## src/rtl/spatz_vrf_wb_buffer_if.sv

```systemverilog
// Interface bundling the producer request, VRF write port and hazard-check signals
// of the Spatz VRF write-back buffer.
interface spatz_vrf_wb_buffer_if #(
  parameter int unsigned AddrWidth = 8,
  parameter int unsigned DataWidth = 32
);
  localparam int unsigned BeWidth = DataWidth / 8;

  logic                 req_valid_i;
  logic                 req_ready_o;
  logic [AddrWidth-1:0] req_addr_i;
  logic [DataWidth-1:0] req_data_i;
  logic [BeWidth-1:0]   req_be_i;

  logic                 vrf_we_o;
  logic [AddrWidth-1:0] vrf_waddr_o;
  logic [DataWidth-1:0] vrf_wdata_o;
  logic [BeWidth-1:0]   vrf_wbe_o;
  logic                 vrf_wvalid_i;

  logic [AddrWidth-1:0] hazard_addr_i;
  logic                 hazard_o;
  logic                 empty_o;

  modport slave (
    input  req_valid_i, req_addr_i, req_data_i, req_be_i, vrf_wvalid_i, hazard_addr_i,
    output req_ready_o, vrf_we_o, vrf_waddr_o, vrf_wdata_o, vrf_wbe_o, hazard_o, empty_o
  );

  modport master (
    output req_valid_i, req_addr_i, req_data_i, req_be_i, vrf_wvalid_i, hazard_addr_i,
    input  req_ready_o, vrf_we_o, vrf_waddr_o, vrf_wdata_o, vrf_wbe_o, hazard_o, empty_o
  );
endinterface

```

## src/rtl/spatz_vrf_wb_buffer.sv

```systemverilog
// Circular FIFO that buffers VRF writes until the VRF write port grants them.
// Optional feature: define SPATZ_VRF_WB_STALL_CNT_EN to add the stall_cnt_o counter.
module spatz_vrf_wb_buffer #(
  parameter int          Depth     = 2,
  parameter int unsigned AddrWidth = 8,
  parameter int unsigned DataWidth = 32
) (
  input  logic        clk_i,
  input  logic        rst_ni,
`ifdef SPATZ_VRF_WB_STALL_CNT_EN
  output logic [15:0] stall_cnt_o,
`endif
  spatz_vrf_wb_buffer_if.slave bus
);
  localparam int unsigned BeWidth = DataWidth / 8;
  localparam int PtrW = (Depth > 1) ? $clog2(Depth) : 1;
  localparam int CntW = $clog2(Depth + 1);
  localparam int SumW = PtrW + 1;
  localparam logic [PtrW-1:0] LastPtr  = PtrW'(Depth - 1);
  localparam logic [CntW-1:0] DepthCnt = CntW'(Depth);
  localparam logic [SumW-1:0] DepthSum = SumW'(Depth);

  typedef logic [AddrWidth-1:0] vreg_addr_t;
  typedef logic [DataWidth-1:0] vreg_data_t;
  typedef logic [BeWidth-1:0]   vreg_be_t;

  if (Depth < 1) begin : g_depth_check
    $error("spatz_vrf_wb_buffer: Depth must be at least 1");
  end

  vreg_addr_t addr_q [Depth];
  vreg_data_t data_q [Depth];
  vreg_be_t   be_q   [Depth];

  logic [PtrW-1:0] wr_ptr_q;
  logic [PtrW-1:0] rd_ptr_q;
  logic [CntW-1:0] count_q;
  logic            ready;
  logic            not_empty;
  logic            push;
  logic            pop;
  logic            hazard;
  logic [SumW-1:0] slot_sum;
  logic [PtrW-1:0] slot;

  // Explicit wrap keeps non-power-of-two depths from walking past the last slot.
  function automatic logic [PtrW-1:0] next_ptr(input logic [PtrW-1:0] ptr);
    return (ptr == LastPtr) ? '0 : ptr + 1'b1;
  endfunction

  assign ready     = (count_q < DepthCnt);
  assign not_empty = (count_q != '0);
  assign push      = bus.req_valid_i && ready;
  assign pop       = not_empty && bus.vrf_wvalid_i;

  always_ff @(posedge clk_i) begin
    if (!rst_ni) begin
      wr_ptr_q <= '0;
      rd_ptr_q <= '0;
      count_q  <= '0;
    end else begin
      if (push) wr_ptr_q <= next_ptr(wr_ptr_q);
      if (pop)  rd_ptr_q <= next_ptr(rd_ptr_q);
      case ({push, pop})
        2'b10:   count_q <= count_q + 1'b1;
        2'b01:   count_q <= count_q - 1'b1;
        default: count_q <= count_q;
      endcase
    end
  end

  // Payload storage is deliberately left without reset; occupancy alone marks validity.
  always_ff @(posedge clk_i) begin
    if (push) begin
      addr_q[wr_ptr_q] <= bus.req_addr_i;
      data_q[wr_ptr_q] <= bus.req_data_i;
      be_q[wr_ptr_q]   <= bus.req_be_i;
    end
  end

  // Walk the occupied slots from the head; the head counts even while it is popping.
  always_comb begin
    hazard   = 1'b0;
    slot_sum = '0;
    slot     = '0;
    for (int k = 0; k < Depth; k++) begin
      slot_sum = {1'b0, rd_ptr_q} + SumW'(k);
      if (slot_sum >= DepthSum) slot_sum = slot_sum - DepthSum;
      slot = slot_sum[PtrW-1:0];
      if ((CntW'(k) < count_q) && (addr_q[slot] == bus.hazard_addr_i)) hazard = 1'b1;
    end
  end

  assign bus.req_ready_o = ready;
  assign bus.vrf_we_o    = not_empty;
  assign bus.vrf_waddr_o = not_empty ? addr_q[rd_ptr_q] : '0;
  assign bus.vrf_wdata_o = not_empty ? data_q[rd_ptr_q] : '0;
  assign bus.vrf_wbe_o   = not_empty ? be_q[rd_ptr_q]   : '0;
  assign bus.hazard_o    = hazard;
  assign bus.empty_o     = !not_empty;

`ifdef SPATZ_VRF_WB_STALL_CNT_EN
  logic [15:0] stall_cnt_q;

  always_ff @(posedge clk_i) begin
    if (!rst_ni) begin
      stall_cnt_q <= '0;
    end else if (not_empty && !bus.vrf_wvalid_i && (stall_cnt_q != 16'hFFFF)) begin
      stall_cnt_q <= stall_cnt_q + 16'd1;
    end
  end

  assign stall_cnt_o = stall_cnt_q;
`endif
endmodule

```

## src/flat_wrapper.sv

```systemverilog
// flat-port wrapper written by rule: the top's interface ports become plain ports
module spatz_vrf_wb_buffer_flat 
#(
  parameter int          Depth     = 2,
  parameter int unsigned AddrWidth = 8,
  parameter int unsigned DataWidth = 32
)
  (clk_i, rst_ni, bus_req_valid_i, bus_req_addr_i, bus_req_data_i, bus_req_be_i, bus_vrf_wvalid_i, bus_hazard_addr_i, bus_req_ready_o, bus_vrf_we_o, bus_vrf_waddr_o, bus_vrf_wdata_o, bus_vrf_wbe_o, bus_hazard_o, bus_empty_o);
  spatz_vrf_wb_buffer_if #(.AddrWidth(AddrWidth), .DataWidth(DataWidth)) bus_i ();
  input  logic clk_i;
  input  logic rst_ni;
  input wire logic [$bits(bus_i.req_valid_i)-1:0] bus_req_valid_i;
  input wire logic [$bits(bus_i.req_addr_i)-1:0] bus_req_addr_i;
  input wire logic [$bits(bus_i.req_data_i)-1:0] bus_req_data_i;
  input wire logic [$bits(bus_i.req_be_i)-1:0] bus_req_be_i;
  input wire logic [$bits(bus_i.vrf_wvalid_i)-1:0] bus_vrf_wvalid_i;
  input wire logic [$bits(bus_i.hazard_addr_i)-1:0] bus_hazard_addr_i;
  output wire logic [$bits(bus_i.req_ready_o)-1:0] bus_req_ready_o;
  output wire logic [$bits(bus_i.vrf_we_o)-1:0] bus_vrf_we_o;
  output wire logic [$bits(bus_i.vrf_waddr_o)-1:0] bus_vrf_waddr_o;
  output wire logic [$bits(bus_i.vrf_wdata_o)-1:0] bus_vrf_wdata_o;
  output wire logic [$bits(bus_i.vrf_wbe_o)-1:0] bus_vrf_wbe_o;
  output wire logic [$bits(bus_i.hazard_o)-1:0] bus_hazard_o;
  output wire logic [$bits(bus_i.empty_o)-1:0] bus_empty_o;
  assign bus_i.req_valid_i = bus_req_valid_i;
  assign bus_i.req_addr_i = bus_req_addr_i;
  assign bus_i.req_data_i = bus_req_data_i;
  assign bus_i.req_be_i = bus_req_be_i;
  assign bus_i.vrf_wvalid_i = bus_vrf_wvalid_i;
  assign bus_i.hazard_addr_i = bus_hazard_addr_i;
  assign bus_req_ready_o = bus_i.req_ready_o;
  assign bus_vrf_we_o = bus_i.vrf_we_o;
  assign bus_vrf_waddr_o = bus_i.vrf_waddr_o;
  assign bus_vrf_wdata_o = bus_i.vrf_wdata_o;
  assign bus_vrf_wbe_o = bus_i.vrf_wbe_o;
  assign bus_hazard_o = bus_i.hazard_o;
  assign bus_empty_o = bus_i.empty_o;
  spatz_vrf_wb_buffer #(.Depth(Depth), .AddrWidth(AddrWidth), .DataWidth(DataWidth)) u_core (.clk_i(clk_i), .rst_ni(rst_ni), .bus(bus_i));
endmodule
```

## config.mk

```make
export PLATFORM = sky130hd
export DESIGN_NAME = spatz_vrf_wb_buffer_flat
export DESIGN_NICKNAME = d
export VERILOG_FILES = /design/src/rtl/spatz_vrf_wb_buffer_if.sv /design/src/rtl/spatz_vrf_wb_buffer.sv /design/src/flat_wrapper.sv
export SDC_FILE = /design/constraint.sdc
export NUM_CORES = 1
export LEC_CHECK = 0
export CORE_UTILIZATION = 35
export DETAILED_ROUTE_END_ITERATION = 8
export MAX_ROUTING_LAYER = met4
export PLACE_DENSITY_LB_ADDON = 0.12
export SETUP_SLACK_MARGIN = 0.02
export SLEW_MARGIN = 0
export SYNTH_ARGS = -nofsm -noshare
export SYNTH_HDL_FRONTEND = slang
export SYNTH_SLANG_ARGS = --single-unit
```

## constraint.sdc

```tcl
create_clock -name clk_i -period 6.6 [get_ports clk_i]
set_input_delay 0.99 -clock clk_i [delete_from_list [all_inputs] [get_ports clk_i]]
set_output_delay 0.99 -clock clk_i [all_outputs]
set_load 0.05 [all_outputs]
```

==> impl_metrics.json, run 1 <==
{
  "status": "finished clean",
  "clk_pin_slew_worst_paths_ns": 0.09,
  "gp_congestion": 0.780,
  "crit_path_end_kind": "output pin",
  "cts_max_level": 3,
  "ys_ff_latch": 93,
  "crit_path_max_fanout": 2,
  "cp-start-kind": "input port",
  "p_clk_share_pct": 14.8,
  "first_iter_violations": 76,
  "whs_path_depth": 3,
  "clock_tree.root_cell": "clkbuf_8",
  "overflow": 0,
  "cts_tree": "done",
  "place_hpwl_mm": 4.68,
  "grt_max_degree": 48,
  "power.internal_mw": 1.37,
  "critical_path_class": "in -> out",
  "synth_cells": 244,
  "grt_antenna_before_repair": 0,
  "tightest_slew_ns": 1.11,
  "slew_violations": 0,
  "rows": 37,
  "synth_nets": 303,
  "ant_nets": 0,
  "postCtsHoldBufs": 0,
  "timing.final.crit_share_pct": 63.6,
  "holdWs_ns": 0.574,
  "reg2reg_depth": 7,
  "setup_tns_ns": 0,
  "finClkSkew_ns": 0.0109,
  "peakVddDrop_uv": 225,
  "drc": 0,
  "synth_area_sq_mm": 0.00381,
  "ios": 104,
  "avgRoutedWirePerCell_um": 14.8,
  "cp_data_arrival_time_ns": 3.21,
  "setup_viol": 0,
  "synth_seq_area_share_pct": 72.0,
  "power_frac_seq_pct": 33.5,
  "die_h_um": 106,
  "die_area_sq_mm": 0.0113,
  "n_antenna_cell": 0,
  "vias": 2227,
  "p_leak_nw": 1.70,
  "syn_avg_cell_area_sq_um": 15.6,
  "final_common_cell": "clkdlybuf4s50_1",
  "maxSlewHeadroom_pct": 26.0,
  "async_flop_share_pct": 0,
  "num-nets-final": 408,
  "hold_viol_final": 0,
  "post_cts_buffers": 0,
  "grt.total_usage_pct": 14.0,
  "synth_top_flop_cell": "edfxtp_1",
  "start_util_pct": 36.6,
  "syn2layout_area_growth_pct": 35.8,
  "drive_gt1_share_pct": 5.65,
  "dr.pass1.iters": 4,
  "yosysWarnings": 0,
  "viasPerCell": 4.54,
  "hold_path_class": "reg -> reg",
  "p_comb_share_pct": 51.7,
  "grt_pass1_wl_mm": 11.5,
  "cts_resized": 0,
  "grt_pass1_vias": 2302,
  "cts_inserted_buffers": 9,
  "core_area_sq_mm": 0.0104,
  "drv_cap": 0,
  "clock_latency_ns": 0.34,
  "rsz0062_at_grt": "no",
  "cts.path.max_buffers": 2,
  "layout_min_cycle_time_ns": 4.20,
  "die_w_um": 106,
  "fmax_ghz": 0.238,
  "p_sw_share_pct": 44.1,
  "pwr_density_cell_mw_per_mm2": 475,
  "final_cell_mix": "clkdlybuf4s50_1 (103), edfxtp_1 (88), mux2i_1 (52), nor2_1 (44), xnor2_1 (10)",
  "synth_enable_flop_cells": 88,
  "switchingPower_mw": 1.08,
  "crit_required_ns": 5.61,
  "drt-total-wl_mm": 7.25,
  "io_buffers": 103,
  "clock-sinks": 93,
  "synth_cell_types": 23
}
-- cells by family (layout without fill, tap and decap cells) --
| family | count (synthesis) | after routing | share of synthesized area [%] |
|---|---|---|---|
| DFF | 93 | 93 | 72.0 |
| and+or+nand+nor | 60 | 60 | 6.74 |
| muxes | 52 | 52 | 13.7 |
| xor gates and xnor gates | 19 | 19 | 4.37 |
| buffers and inverters | 14 | 124 | 1.74 |
| adders and majority gates | 3 | 3 | 0.986 |
| AOI/OAI and AO/OA | 3 | 3 | 0.460 |
-- layer usage --
metal | track usage (%) | vias to the layer above | wire (um)
li1 | - | 1099 | -
met3 | 3.07 | 7 | 368
met5 | - | - | 0
met4 | 5.36 | 0 | 73
met1 | 17.9 | 1050 | 3340
met2 | 21.7 | 71 | 3470
-- path summary, 6_finish.rpt --
| check | to | from | slack [ns] |
|---|---|---|---|
| max | bus_hazard_o | bus_hazard_addr_i[7] | 2.40 |
| min reg2reg | u_core.count_q[1] | u_core.count_q[1] | 0.57 |
| min | u_core.count_q[1] | u_core.count_q[1] | 0.57 |
| max reg2reg | u_core.count_q[1] | u_core.count_q[1] | 4.22 |
-- state kept, by name (all words and copies together) (netlist names), named ones only --
| name | count |
|---|---|
| u_core.count_q | 2 |
| u_core.be_q | 8 |
| u_core.data_q | 64 |
| u_core.addr_q | 16 |
| u_core.wr_ptr_q | 1 |
| u_core.rd_ptr_q | 1 |
-- cell usage after synthesis (all sizes together), types with 2 or more instances --
master	number	area [sq um]
dfxtp	5	100
edfxtp	88	2640
clkbuf	5	18.8
nand2	2	7.51
and2	5	31.3
buf	6	36.3
xnor2	10	87.6
ha	3	37.5
mux2i	52	521
xor2	9	78.8
o21ai	2	10.0
nor2	45	169
inv	3	11.3
nand4	2	12.5
-- final cells by class --
| type | count | area, sq um |
|---|---|---|
| Multi-Input combinational cell | 137 | 1010 |
| Tap cell | 136 | 170 |
| Timing Repair Buffer | 105 | 1050 |
| Sequential cell | 93 | 2740 |
| Clock inverter | 5 | 58.8 |
| Fill cell | 941 | 5250 |
| Inverter | 3 | 11.3 |
| Clock buffer | 11 | 131 |
-- stage by stage --
| step | util (%) | setup WS (ns) | cell area (sq um) | total power, mW | instances |
|---|---|---|---|---|---|
| final | 49.6 | 2.40 | 5170 | 2.46 | 490 |
| after floorplan | - | 3.18 | 3810 | 1.72 | 244 |
| after detailed placement | 47.8 | 2.38 | 4980 | 2.12 | 474 |
| after global routing | 49.6 | 2.28 | 5170 | 2.58 | 490 |
| after CTS | 49.6 | 2.38 | 5170 | 2.49 | 490 |
| after global placement | 47.8 | 2.37 | 4980 | 2.12 | 474 |
-- worst max-delay path, stage by stage --
cell             delay [ns]
clkdlybuf4s50_1        0.52
xor2_1                 0.18
nand4_1                0.10
or4_1                  0.47
o21ai_1                0.14
clkdlybuf4s50_1        0.81
-- power groups by stage --
stage	registers (mW)	logic [mW]	clock network (mW)
floorplan	0.807	0.911	0
global placement	0.833	1.29	0
detailed placement	0.838	1.28	0
CTS	0.824	1.29	0.381
global route	0.834	1.34	0.405
finish	0.822	1.27	0.364
Power figures use the tool's default switching activity.
==> inputs of run 2 (changes only) <==
Clock period 6.6 ns to 3.83 ns, I/O delays scaled along.
==> run 2 against run 1 <==
Effect of this change: power rose by 73%; die area did not move; highest routed layer unchanged; register-to-register slack got worse by 2.6 ns; non-clock buffer count rose by 3; via count fell by 0.22%.
==> impl_metrics.json, run 2 (synthesis results as in run 1) <==
{
  "largest_register": "u_core.data_q",
  "setup_viol": 0,
  "io_buffers": 103,
  "slowest_delay_ns": 0.81,
  "drive_gt1_share_pct": 6.46,
  "hold_viol_final": 0,
  "cts_max_level": 3,
  "finClkSkew_ns": 0.00598,
  "drv_cap": 0,
  "dpl.cell_count": 477,
  "final_cell_mix": "clkdlybuf4s50_1 (103), edfxtp_1 (88), mux2i_1 (52), nor2_1 (44), xnor2_1 (10)",
  "die_h_um": 106,
  "grt_pass1_wl_mm": 11.8,
  "grt.total_usage_pct": 14.3,
  "whs_path_depth": 3,
  "rows": 37,
  "overflow": 0,
  "viasPerCell": 4.52,
  "worstReg2RegStart": "u_core.count_q[1]",
  "n_antenna_cell": 0,
  "reg_top3": "u_core.data_q (64), u_core.addr_q (16), u_core.be_q (8)",
  "pwr_density_cell_mw_per_mm2": 820,
  "cp-start-kind": "flop",
  "ant_nets": 0,
  "peakVddDrop_uv": 343,
  "core_area_sq_mm": 0.0104,
  "rsz0062_at_grt": "no",
  "start_util_pct": 36.6,
  "die_area_sq_mm": 0.0113,
  "cpMaxStageDelayCell": "clkdlybuf4s50_1",
  "place_hpwl_mm": 4.91,
  "holdPathEnd": "u_core.count_q[1]",
  "cp_data_arrival_time_ns": 2.99,
  "cts_resized": 0,
  "min_from": "u_core.count_q[1]",
  "drt-total-wl_mm": 7.45,
  "fmax_ghz": 0.281,
  "crit_required_ns": 3.26,
  "r2r_end": "u_core.count_q[1]",
  "timing.final.crit_share_pct": 93.1,
  "slew_violations": 0,
  "clock-sinks": 93,
  "crit_family": "buffers and inverters",
  "avgRoutedWirePerCell_um": 15.1,
  "num-nets-final": 411,
  "cts.path.max_buffers": 2,
  "holdWs_ns": 0.589,
  "critical_path_class": "reg -> out",
  "layout_min_cycle_time_ns": 3.56,
  "tightest_slew_ns": 0.765,
  "r2r_setup_slack_ns": 1.65,
  "postCtsHoldBufs": 0,
  "final_common_cell": "clkdlybuf4s50_1",
  "reg2reg_depth": 7,
  "first_iter_violations": 83,
  "setup_tns_ns": 0,
  "die_w_um": 106,
  "clock_tree.root_cell": "clkbuf_8",
  "post_cts_buffers": 0,
  "crit_path_end_kind": "output pin",
  "gp_congestion": 0.823,
  "grt_pass1_vias": 2325,
  "worst-path-buf-inv": 1,
  "syn2layout_area_growth_pct": 36.4,
  "postLayoutCoreUtil_pct": 49.8,
  "clock_latency_ns": 0.34,
  "status": "finished clean",
  "clk_pin_slew_worst_paths_ns": 0.09,
  "dr.pass1.iters": 4,
  "crit_chain": "mux2i_1 -> xor2_1 -> nand4_1 -> or4_1 -> o21ai_1 -> clkdlybuf4s50_1",
  "crit_path_max_fanout": 9,
  "fillers": 911,
  "cts_tree": "done",
  "vias": 2222,
  "critPathLaunch": "u_core.rd_ptr_q",
  "grt_antenna_before_repair": 0,
  "hold_path_class": "reg -> reg",
  "drc": 0,
  "cts_inserted_buffers": 9,
  "maxSlewHeadroom_pct": 49.0,
  "ios": 104,
  "grt_max_degree": 36,
  "largest_reg_flops": 64,
  "p_leak_nw": 1.71,
  "finalNonFillerCells": 492
}
run 2: worst max path at each step:
stage / to / depth (start not counted)
2_1_floorplan: u_core.addr_q[0][0] / 3
3_3_place_gp: bus_hazard_o / 6
3_5_place_dp: bus_hazard_o / 6
4_1_cts: bus_hazard_o / 6
5_1_grt: bus_hazard_o / 6
6_report: bus_hazard_o / 6
run 2: layout make-up:
class	instances	area (sq um)	share of cell area, %
sequential	93	2740	52.8
timing repair buffer	108	1070	20.6
multi-input combinational	137	1010	19.4
tap	136	170	3.28
clock buffer	10	128	2.46
clock inverter	5	61.3	1.18
inverter	3	11.3	0.217
run 2: metrics by stage:
stage	total power [mW]	setup WS [ns]	instance area, sq um
after floorplan	2.96	0.650	3810
after global placement	3.68	0.442	5000
after detailed placement	3.68	0.416	5000
after CTS	4.31	0.211	5190
after global routing	4.47	0.0916	5190
final	4.26	0.265	5190
run 2: report_power, final:
part,total (mW),internal [mW],switching (mW)
clock,0.636,0.301,0.335
sequential,1.42,1.32,0.0941
combinational,2.20,0.752,1.45
total,4.26,2.38,1.88
run 2: layer usage:
| layer | share of wire [%] | vias to the layer above | track usage, % | wire length (um) |
|---|---|---|---|---|
| li1 | - | 1101 | - | - |
| met1 | 47 | 1040 | 18.6 | 3500 |
| met2 | 46 | 72 | 21.6 | 3460 |
| met3 | 5.3 | 9 | 3.43 | 392 |
| met4 | 1.3 | 0 | 5.65 | 98 |
| met5 | 0 | - | - | 0 |
run 2: worst min-delay path: cells and delay by family (launching register included):
family          cells  cell delay, ns
simple gates        2            0.17
flops               1            0.34
compound gates      1            0.06
==> inputs of run 3 (changes only) <==
Settings changed: CAP_MARGIN set to 20.
==> results of run 3 <==
Same layout as run 2: the final DEF is identical, and so are final timing and power.
